File: src/rtl/hazard_unit_if.sv
// Hazard unit signal bundle: stage register/control fields in, stall/flush/forward/divider controls out.
// master = pipeline side driving stage fields, slave = hazard_unit.
interface hazard_unit_if;
  logic [4:0] rsD, rtD;
  logic       branchD, pcsrcD, jumpD;
  logic [4:0] rsE, rtE, writeregE;
  logic       regwriteE, memtoregE, divE, hiloreadE;
  logic [4:0] writeregM;
  logic       regwriteM, memtoregM, hilowriteM;
  logic [4:0] writeregW;
  logic       regwriteW, hilowriteW;

  logic       stallF, stallD, stallE, stallM, stallW;
  logic       flushD, flushE, flushM;
  logic       forwardaD, forwardbD;
  logic [1:0] forwardaE, forwardbE, forwardhiloE;
  logic       div_startE, div_doneE, div_busy;

  modport master (
    output rsD, rtD, branchD, pcsrcD, jumpD, rsE, rtE, writeregE, regwriteE, memtoregE,
           divE, hiloreadE, writeregM, regwriteM, memtoregM, hilowriteM, writeregW,
           regwriteW, hilowriteW,
    input  stallF, stallD, stallE, stallM, stallW, flushD, flushE, flushM, forwardaD,
           forwardbD, forwardaE, forwardbE, forwardhiloE, div_startE, div_doneE, div_busy
  );

  modport slave (
    input  rsD, rtD, branchD, pcsrcD, jumpD, rsE, rtE, writeregE, regwriteE, memtoregE,
           divE, hiloreadE, writeregM, regwriteM, memtoregM, hilowriteM, writeregW,
           regwriteW, hilowriteW,
    output stallF, stallD, stallE, stallM, stallW, flushD, flushE, flushM, forwardaD,
           forwardbD, forwardaE, forwardbE, forwardhiloE, div_startE, div_doneE, div_busy
  );
endinterface

File: src/rtl/hazard_unit.sv
// 5-stage MIPS hazard unit: forwarding, load-use/branch stalls, multi-cycle divide sequencing.
// Optional HAZARD_PERF_EN adds saturating stall-cycle counters perf_lw/perf_br/perf_div.
module hazard_unit #(
    parameter int unsigned DIV_CYCLES = 32,
    parameter int unsigned PERF_W     = 32
) (
    input  logic              clk,
    input  logic              rst,
    hazard_unit_if.slave      hz
`ifdef HAZARD_PERF_EN
    ,
    output logic [PERF_W-1:0] perf_lw,
    output logic [PERF_W-1:0] perf_br,
    output logic [PERF_W-1:0] perf_div
`endif
);
    localparam int unsigned CW = $clog2(DIV_CYCLES + 1);

    typedef enum logic [1:0] {IDLE, BUSY, DONE} div_state_t;

    div_state_t    state, state_next;
    logic [CW-1:0] cnt, cnt_next;
    logic          div_start, div_done, busy;
    logic          lwstall, brstall, divstall;
    logic          hit_e_rs, hit_e_rt, hit_m_rs, hit_m_rt;
    logic [1:0]    fwd_a, fwd_b, fwd_hilo;

    // Register $0 is never a hazard source, so every destination match requires a nonzero reg.
    assign hit_e_rs = (hz.writeregE != 5'd0) && (hz.writeregE == hz.rsD);
    assign hit_e_rt = (hz.writeregE != 5'd0) && (hz.writeregE == hz.rtD);
    assign hit_m_rs = (hz.writeregM != 5'd0) && (hz.writeregM == hz.rsD);
    assign hit_m_rt = (hz.writeregM != 5'd0) && (hz.writeregM == hz.rtD);

    assign lwstall = hz.memtoregE && (hz.rtE != 5'd0) && ((hz.rtE == hz.rsD) || (hz.rtE == hz.rtD));
    assign brstall = hz.branchD && ((hz.regwriteE && (hit_e_rs || hit_e_rt)) ||
                                    (hz.memtoregM && (hit_m_rs || hit_m_rt)));

    assign fwd_a = (hz.rsE != 5'd0 && hz.regwriteM && hz.writeregM == hz.rsE) ? 2'b10 :
                   (hz.rsE != 5'd0 && hz.regwriteW && hz.writeregW == hz.rsE) ? 2'b01 : 2'b00;
    assign fwd_b = (hz.rtE != 5'd0 && hz.regwriteM && hz.writeregM == hz.rtE) ? 2'b10 :
                   (hz.rtE != 5'd0 && hz.regwriteW && hz.writeregW == hz.rtE) ? 2'b01 : 2'b00;
    assign fwd_hilo = (hz.hiloreadE && hz.hilowriteM) ? 2'b10 :
                      (hz.hiloreadE && hz.hilowriteW) ? 2'b01 : 2'b00;

    always_ff @(posedge clk) begin
        if (!rst) begin
            state <= IDLE;
            cnt   <= '0;
        end else begin
            state <= state_next;
            cnt   <= cnt_next;
        end
    end

    always_comb begin
        state_next = state;
        cnt_next   = cnt;
        div_start  = 1'b0;
        div_done   = 1'b0;
        busy       = 1'b0;
        case (state)
            IDLE: if (hz.divE) begin
                div_start  = 1'b1;
                cnt_next   = CW'(DIV_CYCLES - 1);
                state_next = BUSY;
            end
            BUSY: begin
                busy = 1'b1;
                if (cnt == '0) state_next = DONE;
                else           cnt_next   = cnt - 1'b1;
            end
            DONE: begin
                div_done   = 1'b1;
                state_next = IDLE;
            end
            default: state_next = IDLE;
        endcase
    end

    assign divstall = div_start || busy;

    // Every control output is held inactive while reset is asserted, regardless of FSM state.
    assign hz.stallF       = rst && (lwstall || brstall || divstall);
    assign hz.stallD       = rst && (lwstall || brstall || divstall);
    assign hz.stallE       = rst && divstall;
    assign hz.stallM       = 1'b0;
    assign hz.stallW       = 1'b0;
    assign hz.flushE       = rst && (lwstall || brstall) && !divstall;
    assign hz.flushM       = rst && divstall;
    assign hz.flushD       = rst && (hz.pcsrcD || hz.jumpD) && !(lwstall || brstall || divstall);
    assign hz.forwardaD    = rst && hz.regwriteM && hit_m_rs;
    assign hz.forwardbD    = rst && hz.regwriteM && hit_m_rt;
    assign hz.forwardaE    = rst ? fwd_a : 2'b00;
    assign hz.forwardbE    = rst ? fwd_b : 2'b00;
    assign hz.forwardhiloE = rst ? fwd_hilo : 2'b00;
    assign hz.div_startE   = rst && div_start;
    assign hz.div_doneE    = rst && div_done;
    assign hz.div_busy     = rst && busy;

`ifdef HAZARD_PERF_EN
    always_ff @(posedge clk) begin
        if (!rst) begin
            perf_lw  <= '0;
            perf_br  <= '0;
            perf_div <= '0;
        end else begin
            if (lwstall  && perf_lw  != '1) perf_lw  <= perf_lw  + 1'b1;
            if (brstall  && perf_br  != '1) perf_br  <= perf_br  + 1'b1;
            if (divstall && perf_div != '1) perf_div <= perf_div + 1'b1;
        end
    end
`endif
endmodule

File: src/flat_wrapper.sv
// flat-port wrapper written by rule: the top's interface ports become plain ports
module hazard_unit_flat 
#(
    parameter int unsigned DIV_CYCLES = 32,
    parameter int unsigned PERF_W     = 32
)
  (clk, rst, hz_rsD, hz_rtD, hz_branchD, hz_pcsrcD, hz_jumpD, hz_rsE, hz_rtE, hz_writeregE, hz_regwriteE, hz_memtoregE, hz_divE, hz_hiloreadE, hz_writeregM, hz_regwriteM, hz_memtoregM, hz_hilowriteM, hz_writeregW, hz_regwriteW, hz_hilowriteW, hz_stallF, hz_stallD, hz_stallE, hz_stallM, hz_stallW, hz_flushD, hz_flushE, hz_flushM, hz_forwardaD, hz_forwardbD, hz_forwardaE, hz_forwardbE, hz_forwardhiloE, hz_div_startE, hz_div_doneE, hz_div_busy);
  hazard_unit_if hz_i ();
  input  logic clk;
  input  logic rst;
  input wire logic [$bits(hz_i.rsD)-1:0] hz_rsD;
  input wire logic [$bits(hz_i.rtD)-1:0] hz_rtD;
  input wire logic [$bits(hz_i.branchD)-1:0] hz_branchD;
  input wire logic [$bits(hz_i.pcsrcD)-1:0] hz_pcsrcD;
  input wire logic [$bits(hz_i.jumpD)-1:0] hz_jumpD;
  input wire logic [$bits(hz_i.rsE)-1:0] hz_rsE;
  input wire logic [$bits(hz_i.rtE)-1:0] hz_rtE;
  input wire logic [$bits(hz_i.writeregE)-1:0] hz_writeregE;
  input wire logic [$bits(hz_i.regwriteE)-1:0] hz_regwriteE;
  input wire logic [$bits(hz_i.memtoregE)-1:0] hz_memtoregE;
  input wire logic [$bits(hz_i.divE)-1:0] hz_divE;
  input wire logic [$bits(hz_i.hiloreadE)-1:0] hz_hiloreadE;
  input wire logic [$bits(hz_i.writeregM)-1:0] hz_writeregM;
  input wire logic [$bits(hz_i.regwriteM)-1:0] hz_regwriteM;
  input wire logic [$bits(hz_i.memtoregM)-1:0] hz_memtoregM;
  input wire logic [$bits(hz_i.hilowriteM)-1:0] hz_hilowriteM;
  input wire logic [$bits(hz_i.writeregW)-1:0] hz_writeregW;
  input wire logic [$bits(hz_i.regwriteW)-1:0] hz_regwriteW;
  input wire logic [$bits(hz_i.hilowriteW)-1:0] hz_hilowriteW;
  output wire logic [$bits(hz_i.stallF)-1:0] hz_stallF;
  output wire logic [$bits(hz_i.stallD)-1:0] hz_stallD;
  output wire logic [$bits(hz_i.stallE)-1:0] hz_stallE;
  output wire logic [$bits(hz_i.stallM)-1:0] hz_stallM;
  output wire logic [$bits(hz_i.stallW)-1:0] hz_stallW;
  output wire logic [$bits(hz_i.flushD)-1:0] hz_flushD;
  output wire logic [$bits(hz_i.flushE)-1:0] hz_flushE;
  output wire logic [$bits(hz_i.flushM)-1:0] hz_flushM;
  output wire logic [$bits(hz_i.forwardaD)-1:0] hz_forwardaD;
  output wire logic [$bits(hz_i.forwardbD)-1:0] hz_forwardbD;
  output wire logic [$bits(hz_i.forwardaE)-1:0] hz_forwardaE;
  output wire logic [$bits(hz_i.forwardbE)-1:0] hz_forwardbE;
  output wire logic [$bits(hz_i.forwardhiloE)-1:0] hz_forwardhiloE;
  output wire logic [$bits(hz_i.div_startE)-1:0] hz_div_startE;
  output wire logic [$bits(hz_i.div_doneE)-1:0] hz_div_doneE;
  output wire logic [$bits(hz_i.div_busy)-1:0] hz_div_busy;
  assign hz_i.rsD = hz_rsD;
  assign hz_i.rtD = hz_rtD;
  assign hz_i.branchD = hz_branchD;
  assign hz_i.pcsrcD = hz_pcsrcD;
  assign hz_i.jumpD = hz_jumpD;
  assign hz_i.rsE = hz_rsE;
  assign hz_i.rtE = hz_rtE;
  assign hz_i.writeregE = hz_writeregE;
  assign hz_i.regwriteE = hz_regwriteE;
  assign hz_i.memtoregE = hz_memtoregE;
  assign hz_i.divE = hz_divE;
  assign hz_i.hiloreadE = hz_hiloreadE;
  assign hz_i.writeregM = hz_writeregM;
  assign hz_i.regwriteM = hz_regwriteM;
  assign hz_i.memtoregM = hz_memtoregM;
  assign hz_i.hilowriteM = hz_hilowriteM;
  assign hz_i.writeregW = hz_writeregW;
  assign hz_i.regwriteW = hz_regwriteW;
  assign hz_i.hilowriteW = hz_hilowriteW;
  assign hz_stallF = hz_i.stallF;
  assign hz_stallD = hz_i.stallD;
  assign hz_stallE = hz_i.stallE;
  assign hz_stallM = hz_i.stallM;
  assign hz_stallW = hz_i.stallW;
  assign hz_flushD = hz_i.flushD;
  assign hz_flushE = hz_i.flushE;
  assign hz_flushM = hz_i.flushM;
  assign hz_forwardaD = hz_i.forwardaD;
  assign hz_forwardbD = hz_i.forwardbD;
  assign hz_forwardaE = hz_i.forwardaE;
  assign hz_forwardbE = hz_i.forwardbE;
  assign hz_forwardhiloE = hz_i.forwardhiloE;
  assign hz_div_startE = hz_i.div_startE;
  assign hz_div_doneE = hz_i.div_doneE;
  assign hz_div_busy = hz_i.div_busy;
  hazard_unit #(.DIV_CYCLES(DIV_CYCLES), .PERF_W(PERF_W)) u_core (.clk(clk), .rst(rst), .hz(hz_i));
endmodule
File: config.mk
export PLATFORM = sky130hd
export DESIGN_NAME = hazard_unit_flat
export DESIGN_NICKNAME = d
export VERILOG_FILES = /design/src/rtl/hazard_unit_if.sv /design/src/rtl/hazard_unit.sv /design/src/flat_wrapper.sv
export SDC_FILE = /design/constraint.sdc
export NUM_CORES = 1
export LEC_CHECK = 0
export ABC_AREA = 1
export BUFFER_PORTS_ARGS = -buffer_cell sky130_fd_sc_hd__clkbuf_2
export CORE_UTILIZATION = 49
export DETAILED_ROUTE_END_ITERATION = 10
export GPL_ROUTABILITY_DRIVEN = 0
export PLACE_DENSITY = 0.87
export SETUP_SLACK_MARGIN = 0.05
export SLEW_MARGIN = 15
export SYNTH_ARGS = -nofsm -noshare
export SYNTH_HDL_FRONTEND = slang
export SYNTH_SLANG_ARGS = --single-unit
File: constraint.sdc
create_clock -name clk -period 3.7 [get_ports clk]
set_input_delay 0 -clock clk [delete_from_list [all_inputs] [get_ports clk]]
set_output_delay 0 -clock clk [all_outputs]
set_load 0.05 [all_outputs]
==> results of run 1 <==
[power groups by stage]
stage | logic (W) | clock network [W] | registers, W
detailed placement | 0.000228 | 0 | 0.000108
global placement | 0.000224 | 0 | 0.000106
finish | 0.000229 | 0.0000681 | 0.000106
CTS | 0.000229 | 0.0000715 | 0.000106
global route | 0.000256 | 0.0000765 | 0.000108
floorplan | 0.000169 | 0 | 0.000106
[cell families (layout without fill, tap and decap cells)]
family                     Yosys count  count (layout)  synth area share
AOI/OAI and AO/OA                   19              19            0.0908
xor gates and xnor gates            36              36             0.238
adders and majority gates            2               2            0.0189
buffers and inverters               48             104             0.161
DFF                                  8               8             0.121
other                                1               2           0.00284
and+or+nand+nor                    111             111             0.367
[layout by cell type, fill, tap and decap left out]
cell type / count
xor2_1: 21
clkbuf_4: 3
a211oi_1: 1
o211ai_1: 1
a31oi_1: 2
o22ai_1: 2
clkbuf_2: 65
xnor2_1: 15
a21oi_1: 5
nand3_1: 10
o2111ai_1: 1
dfxtp_1: 8
inv_1: 36
nor3_1: 9
nand4_1: 5
or2_2: 1
nand2_2: 3
nand3b_1: 1
and3_1: 1
conb_1: 2
ha_1: 2
nor4_2: 1
o211a_1: 1
o21ai_0: 4
or2_0: 1
nand2_1: 45
nor2_1: 32
o31ai_1: 1
nor4_1: 2
o221ai_1: 1
[critical path, delay by kind of cell, from the launching register on]
kind | cells | cell delay [ns]
AND/OR/NAND/NOR | 4 | 0.59
buffers and inverters | 4 | 0.53
flip-flops | 1 | 0.31
[metrics by stage]
stage | area [sq um] | std cells | util
finish | 1630 | 312 | 0.648
floorplan | 1330 | 226 | -
CTS | 1630 | 312 | 0.648
global placement | 1610 | 309 | 0.639
detailed placement | 1610 | 309 | 0.639
global route | 1630 | 312 | 0.648
[worst paths after layout]
path | start | end | cells past startpoint
hold / removal | rst | u_core.cnt[5] | 3
hold reg to reg | u_core.cnt[3] | u_core.cnt[3] | 2
setup reg to reg | u_core.cnt[0] | u_core.cnt[4] | 8
setup / recovery | u_core.state[0] | hz_stallF | 8
[layout make-up]
class                           count  area share
Clock buffer                        3      0.0138
Inverter                           36      0.0827
Multi-Input combinational cell    170       0.583
Sequential cell                     8      0.0980
Tap cell                           30      0.0230
Timing Repair Buffer               65       0.199
[flip-flops by register name (all words and copies together) (netlist names)]
name,flops
u_core.cnt,6
u_core.state,2
[routing by layer]
layer / vias to the layer above / share of wire
met4: 0 / 0.0094
li1: 815 / -
met3: 3 / 0.063
met1: 671 / 0.44
met2: 52 / 0.49
met5: - / 0
==> metrics.yaml, run 1 <==
final_layout:
  layout-drive-gt1-share: 0.259
  num-fill-cells: 256
  final_nets: 335
  diodes: 0
  area_delta_synth_final_pct: 23.6
  multi_input_area_sq_um: 953
  regArea_sq_um: 160
sta:
  fin_worst_skew_ns: 0.00444
  fmax_mhz: 594
  rsz0062_at_grt: "false"
  finalHoldWorstSlack_ns: 0.0814
  hold_viol: 0
  period_minus_slack_ns: 1.68
  slew_violations: 0
  setup_viol: 0
  finalSetupTns_ns: 0
  setup_slack_ns: 2.02
  period_share: 0.455
floorplan:
  core_sq_um: 2520
  dieHeight_um: 54.0
  start_util: 0.524
  rows: 18
  io_pins: 68
  die_x_um: 54.0
  fp.dieArea_sq_um: 2910
synth:
  synth_top_area_cell: "xor2_1"
  async_flop_share: 0
  yosysWarningCount: 0
  synthCells: 225
  yosysSeqAreaShare: 0.121
  syn_area_sq_um: 1320
  yosys-top-cells-count: "45 x nand2_1, 36 x inv_1, 32 x nor2_1, 21 x xor2_1, 15 x xnor2_1"
  synth_ff_type: "dfxtp_1"
  yosysMostFrequentCell: "nand2_1"
  synth.area.top_cells: "xor2_1 14%, nand2_1 13%, dfxtp_1 12%"
  synth_cell_types: 33
  syn_area_per_cell_sq_um: 5.88
  synth_edf_count: 0
  synth_seq_cells: 8
  synth_top_area_share: 0.139
clocking:
  htree_levels: 1
  clock-sinks: 8
  clockBufferDepth: 2
  cts_buffers: 3
  cts_tree: "yes"
  clk_latency_ns: 0.26
  postCtsSetupBuffers: 0
  clkTransAtPathRegs_ns: 0.05
  holdBufCountCts: 0
  cts-resized-gates: 0
  cts_root_buf: "clkbuf_4"
global_route:
  grt_use_met1: 0.292
  top_usage_layer: "met2"
  first_global_vias: 1187
  grt_pass1_wl_mm: 5.02
  use_met2: 0.420
  grt_usage: 0.233
  grt_max_degree: 15
  antenna_found_initial: 0
  grt_overflow_total: 0
  use_met3: 0.0141
critical_path:
  rrSetupSlack_ns: 2.19
  path_common_cell: "inv_1"
  crit_path_max_incr_delay_ns: 0.31
  cp.arrival_ns: 1.68
  start_kind: "register"
  endpoint_kind: "output port"
  crit_type: "register to output port"
  cp_max_fo: 7
  required_ns: 3.70
  path_cells: "inv_1 -> nand3_1 -> inv_1 -> nor2_1 -> nor2_1 -> inv_1 -> nand2_2 -> clkbuf_2"
  cp_slowest_cell: "dfxtp_1"
placed_design:
  dp_slack_ns: 2.22
  dpl.hpwl_mm: 2.74
  portBuffers: 65
power_and_ir_drop:
  total_power_w: 0.000403
  p_per_area_nw_per_um2: 247
  p_sw_frac: 0.462
  seq_power_share: 0.263
  p_sw_w: 0.000186
  p_int_w: 0.000217
  vdd_drop_max_mv: 0.189
  pwr-share-comb: 0.569
  pwr-share-clk: 0.169
  p_leak_nw: 0.925
route:
  drtIter0Drc: 27
  routed_via_density: 4.94
  drt-total-wl_mm: 3.21
  final_antenna_net_count: 0
  drc_errors: 0
  vias: 1541
  wl_per_cell_um: 10.3
  firstDrtPassIters: 4
status:
  outcome: "finished clean"
hold_path:
  hp-class: "input port to register"
run:
  cap_viol_max_count: 0
Note: power is estimated with default switching activity, not from simulation.
==> inputs of run 2 (changes only) <==
--- a/config.mk
+++ b/config.mk
@@ -7,10 +7,10 @@
 export LEC_CHECK = 0
 export ABC_AREA = 1
 export BUFFER_PORTS_ARGS = -buffer_cell sky130_fd_sc_hd__clkbuf_2
-export CORE_UTILIZATION = 49
+export CORE_UTILIZATION = 46
 export DETAILED_ROUTE_END_ITERATION = 10
 export GPL_ROUTABILITY_DRIVEN = 0
-export PLACE_DENSITY = 0.87
+export PLACE_DENSITY = 0.83
 export SETUP_SLACK_MARGIN = 0.05
 export SLEW_MARGIN = 15
 export SYNTH_ARGS = -nofsm -noshare
==> constraint.sdc (replaced) <==
create_clock -name clk -period 1.7 [get_ports clk]
set_input_delay 0 -clock clk [delete_from_list [all_inputs] [get_ports clk]]
set_output_delay 0 -clock clk [all_outputs]
set_load 0.05 [all_outputs]
==> metrics.yaml, run 2 (same netlist as run 1, synthesis figures left out) <==
placed_design:
  portBuffers: 65  # unchanged
  placedCellCount: 311  # +0.65%
  dpl.hpwl_mm: 2.82  # +2.9%
  dp_slack_ns: 0.259  # -1.97 ns
final_layout:
  final_nets: 336  # +0.30%
  top_regs: "u_core.cnt x6, u_core.state x2"
  final_common_cell: "clkbuf_2"
  area_delta_synth_final_pct: 25.0
  layout-drive-gt1-share: 0.269  # +0.00969
  diodes: 0  # unchanged
  final_cells: 314  # +0.64%
  multi_input_area_sq_um: 963  # +1.0%
  largest_register: "u_core.cnt"
  num-fill-cells: 280  # +9.4%
  final_cell_mix: "65 x clkbuf_2, 45 x nand2_1, 36 x inv_1"
  regArea_sq_um: 160  # unchanged
  largest_reg_flops: 6  # unchanged
floorplan:
  dieHeight_um: 55.6  # +3.1%
  io_pins: 68  # unchanged
  start_util: 0.484  # -0.0406
  rows: 19  # +1
  die_x_um: 55.6  # +3.1%
  fp.dieArea_sq_um: 3090  # +6.3%
  core_sq_um: 2730  # +8.4%
sta:
  rsz0062_at_grt: "false"
  period_minus_slack_ns: 1.49
  setup_viol: 0  # unchanged
  slew_violations: 0  # unchanged
  period_share: 0.874
  hold_viol: 0  # unchanged
  setup_slack_ns: 0.215  # -1.80 ns
  fin_worst_skew_ns: 0.00514  # +0.000704 ns
  finalSetupTns_ns: 0  # unchanged
  fmax_mhz: 673
critical_path:
  start_kind: "register"
  cp_max_fo: 3  # -4
  endpoint_kind: "output port"
  reg2regPathDepth: 8  # unchanged
  cp.arrival_ns: 1.49  # -0.19 ns
  rrSetupSlack_ns: 0.26  # -1.93 ns
  reg2reg_from: "u_core.cnt[0]"
  required_ns: 1.70  # -2.00 ns
  crit_type: "register to output port"
  rr_endpoint: "u_core.cnt[4]"
global_route:
  grt_use_met1: 0.255  # -0.0369
  use_met2: 0.401  # -0.0187
  top_usage_layer: "met2"
  antenna_found_initial: 0  # unchanged
  grt_max_degree: 15  # unchanged
  first_global_vias: 1346  # +13%
  grt_overflow_total: 0  # unchanged
  grt_pass1_wl_mm: 5.42  # +8.0%
  use_met3: 0.0349  # +0.0208
  grt_usage: 0.214  # -0.0191
clocking:
  cts_tree: "yes"
  clkTransAtPathRegs_ns: 0.05  # about the same
  holdBufCountCts: 0  # unchanged
  clockBufferDepth: 2  # unchanged
  clock-sinks: 8  # unchanged
  clk_latency_ns: 0.25  # about the same
  htree_levels: 1  # unchanged
  cts_root_buf: "clkbuf_4"
  cts_buffers: 3  # unchanged
hold_path:
  worstHoldEndpoint: "u_core.cnt[5]"
  hp-class: "input port to register"
  holdPathStages: 3  # unchanged
  holdCritStartpoint: "rst"
route:
  firstDrtPassIters: 4  # unchanged
  drc_errors: 0  # unchanged
  final_antenna_net_count: 0  # unchanged
  routed_via_density: 4.86  # -1.7%
  drtIter0Drc: 40  # +48%
  wl_per_cell_um: 10.3  # +0.11%
  vias: 1525  # -1.0%
  drt-total-wl_mm: 3.23  # +0.75%
power_and_ir_drop:
  p_int_w: 0.000477  # +120%
  pwr-share-comb: 0.577  # +0.008
  seq_power_share: 0.260  # -0.003
  pwr-share-clk: 0.163  # -0.006
  p_leak_nw: 0.931  # +0.61%
  p_sw_w: 0.000402  # +120%
  p_per_area_nw_per_um2: 532  # +120%
  vdd_drop_max_mv: 0.570  # +200%
  p_sw_frac: 0.457  # -0.00478
run:
  cap_viol_max_count: 0  # unchanged
status:
  outcome: "finished clean"
-- run 2: changes by cell type in the layout (fill, tap and decap cells not counted) --
cell,previous run,this run
buf_4,0,1
nor2_2,0,1
nor2_4,0,1
nor2_1,32,30
-- run 2: per-stage QoR --
stage	power [W]	util	cell area (sq um)	hold WS (ns)
2_1_floorplan	0.000601	-	1330	0.135
3_3_place_gp	0.000728	0.595	1630	0.355
3_5_place_dp	0.000737	0.595	1630	0.349
4_1_cts	0.000884	0.604	1650	0.0769
5_1_grt	0.000954	0.605	1650	0.105
6_report	0.000879	0.605	1650	0.0825
-- run 2: worst max-delay path, stage by stage, from the launching register on --
cell and delay, ns:
dfxtp_1 0.33, inv_1 0.05, nand3_1 0.11, inv_1 0.06
nor2_2 0.17, o211ai_1 0.11, nor2_1 0.11, clkbuf_2 0.28
-- run 2: power by group through the flow --
stage	Clock, W	Combinational, W	Sequential (W)
global route	0.000158	0.000564	0.000232
global placement	0	0.000497	0.000232
CTS	0.000150	0.000506	0.000229
detailed placement	0	0.000505	0.000232
floorplan	0	0.000372	0.000230
finish	0.000143	0.000507	0.000229
-- run 2: routing by layer --
metal,wire length (um),part of all wire
met1,1430,0.44
met2,1590,0.49
met3,191,0.059
met4,17,0.0053
met5,0,0
-- run 2: timing repair --
item,4_1_cts,5_1_grt
resized for setup,0,1
setup endpoints to repair,0,2
buffers inserted,0,0
-- run 2: worst max-delay path by stage --
| stage | startpoint | to | cells past startpoint |
|---|---|---|---|
| floorplan | u_core.state[1] | hz_flushD | 6 |
| global placement | u_core.cnt[0] | u_core.cnt[4] | 8 |
| detailed placement | u_core.cnt[0] | u_core.cnt[4] | 8 |
| CTS | u_core.state[1] | hz_flushD | 7 |
| global route | u_core.state[1] | hz_flushD | 7 |
| finish | u_core.state[1] | hz_flushD | 7 |
-- run 2: final cells by class --
class / instances / area share
Multi-Input combinational cell: 170 / 0.583
Clock buffer: 3 / 0.0136
Sequential cell: 8 / 0.0969
Timing Repair Buffer: 66 / 0.201
Inverter: 36 / 0.0818
Tap cell: 31 / 0.0235
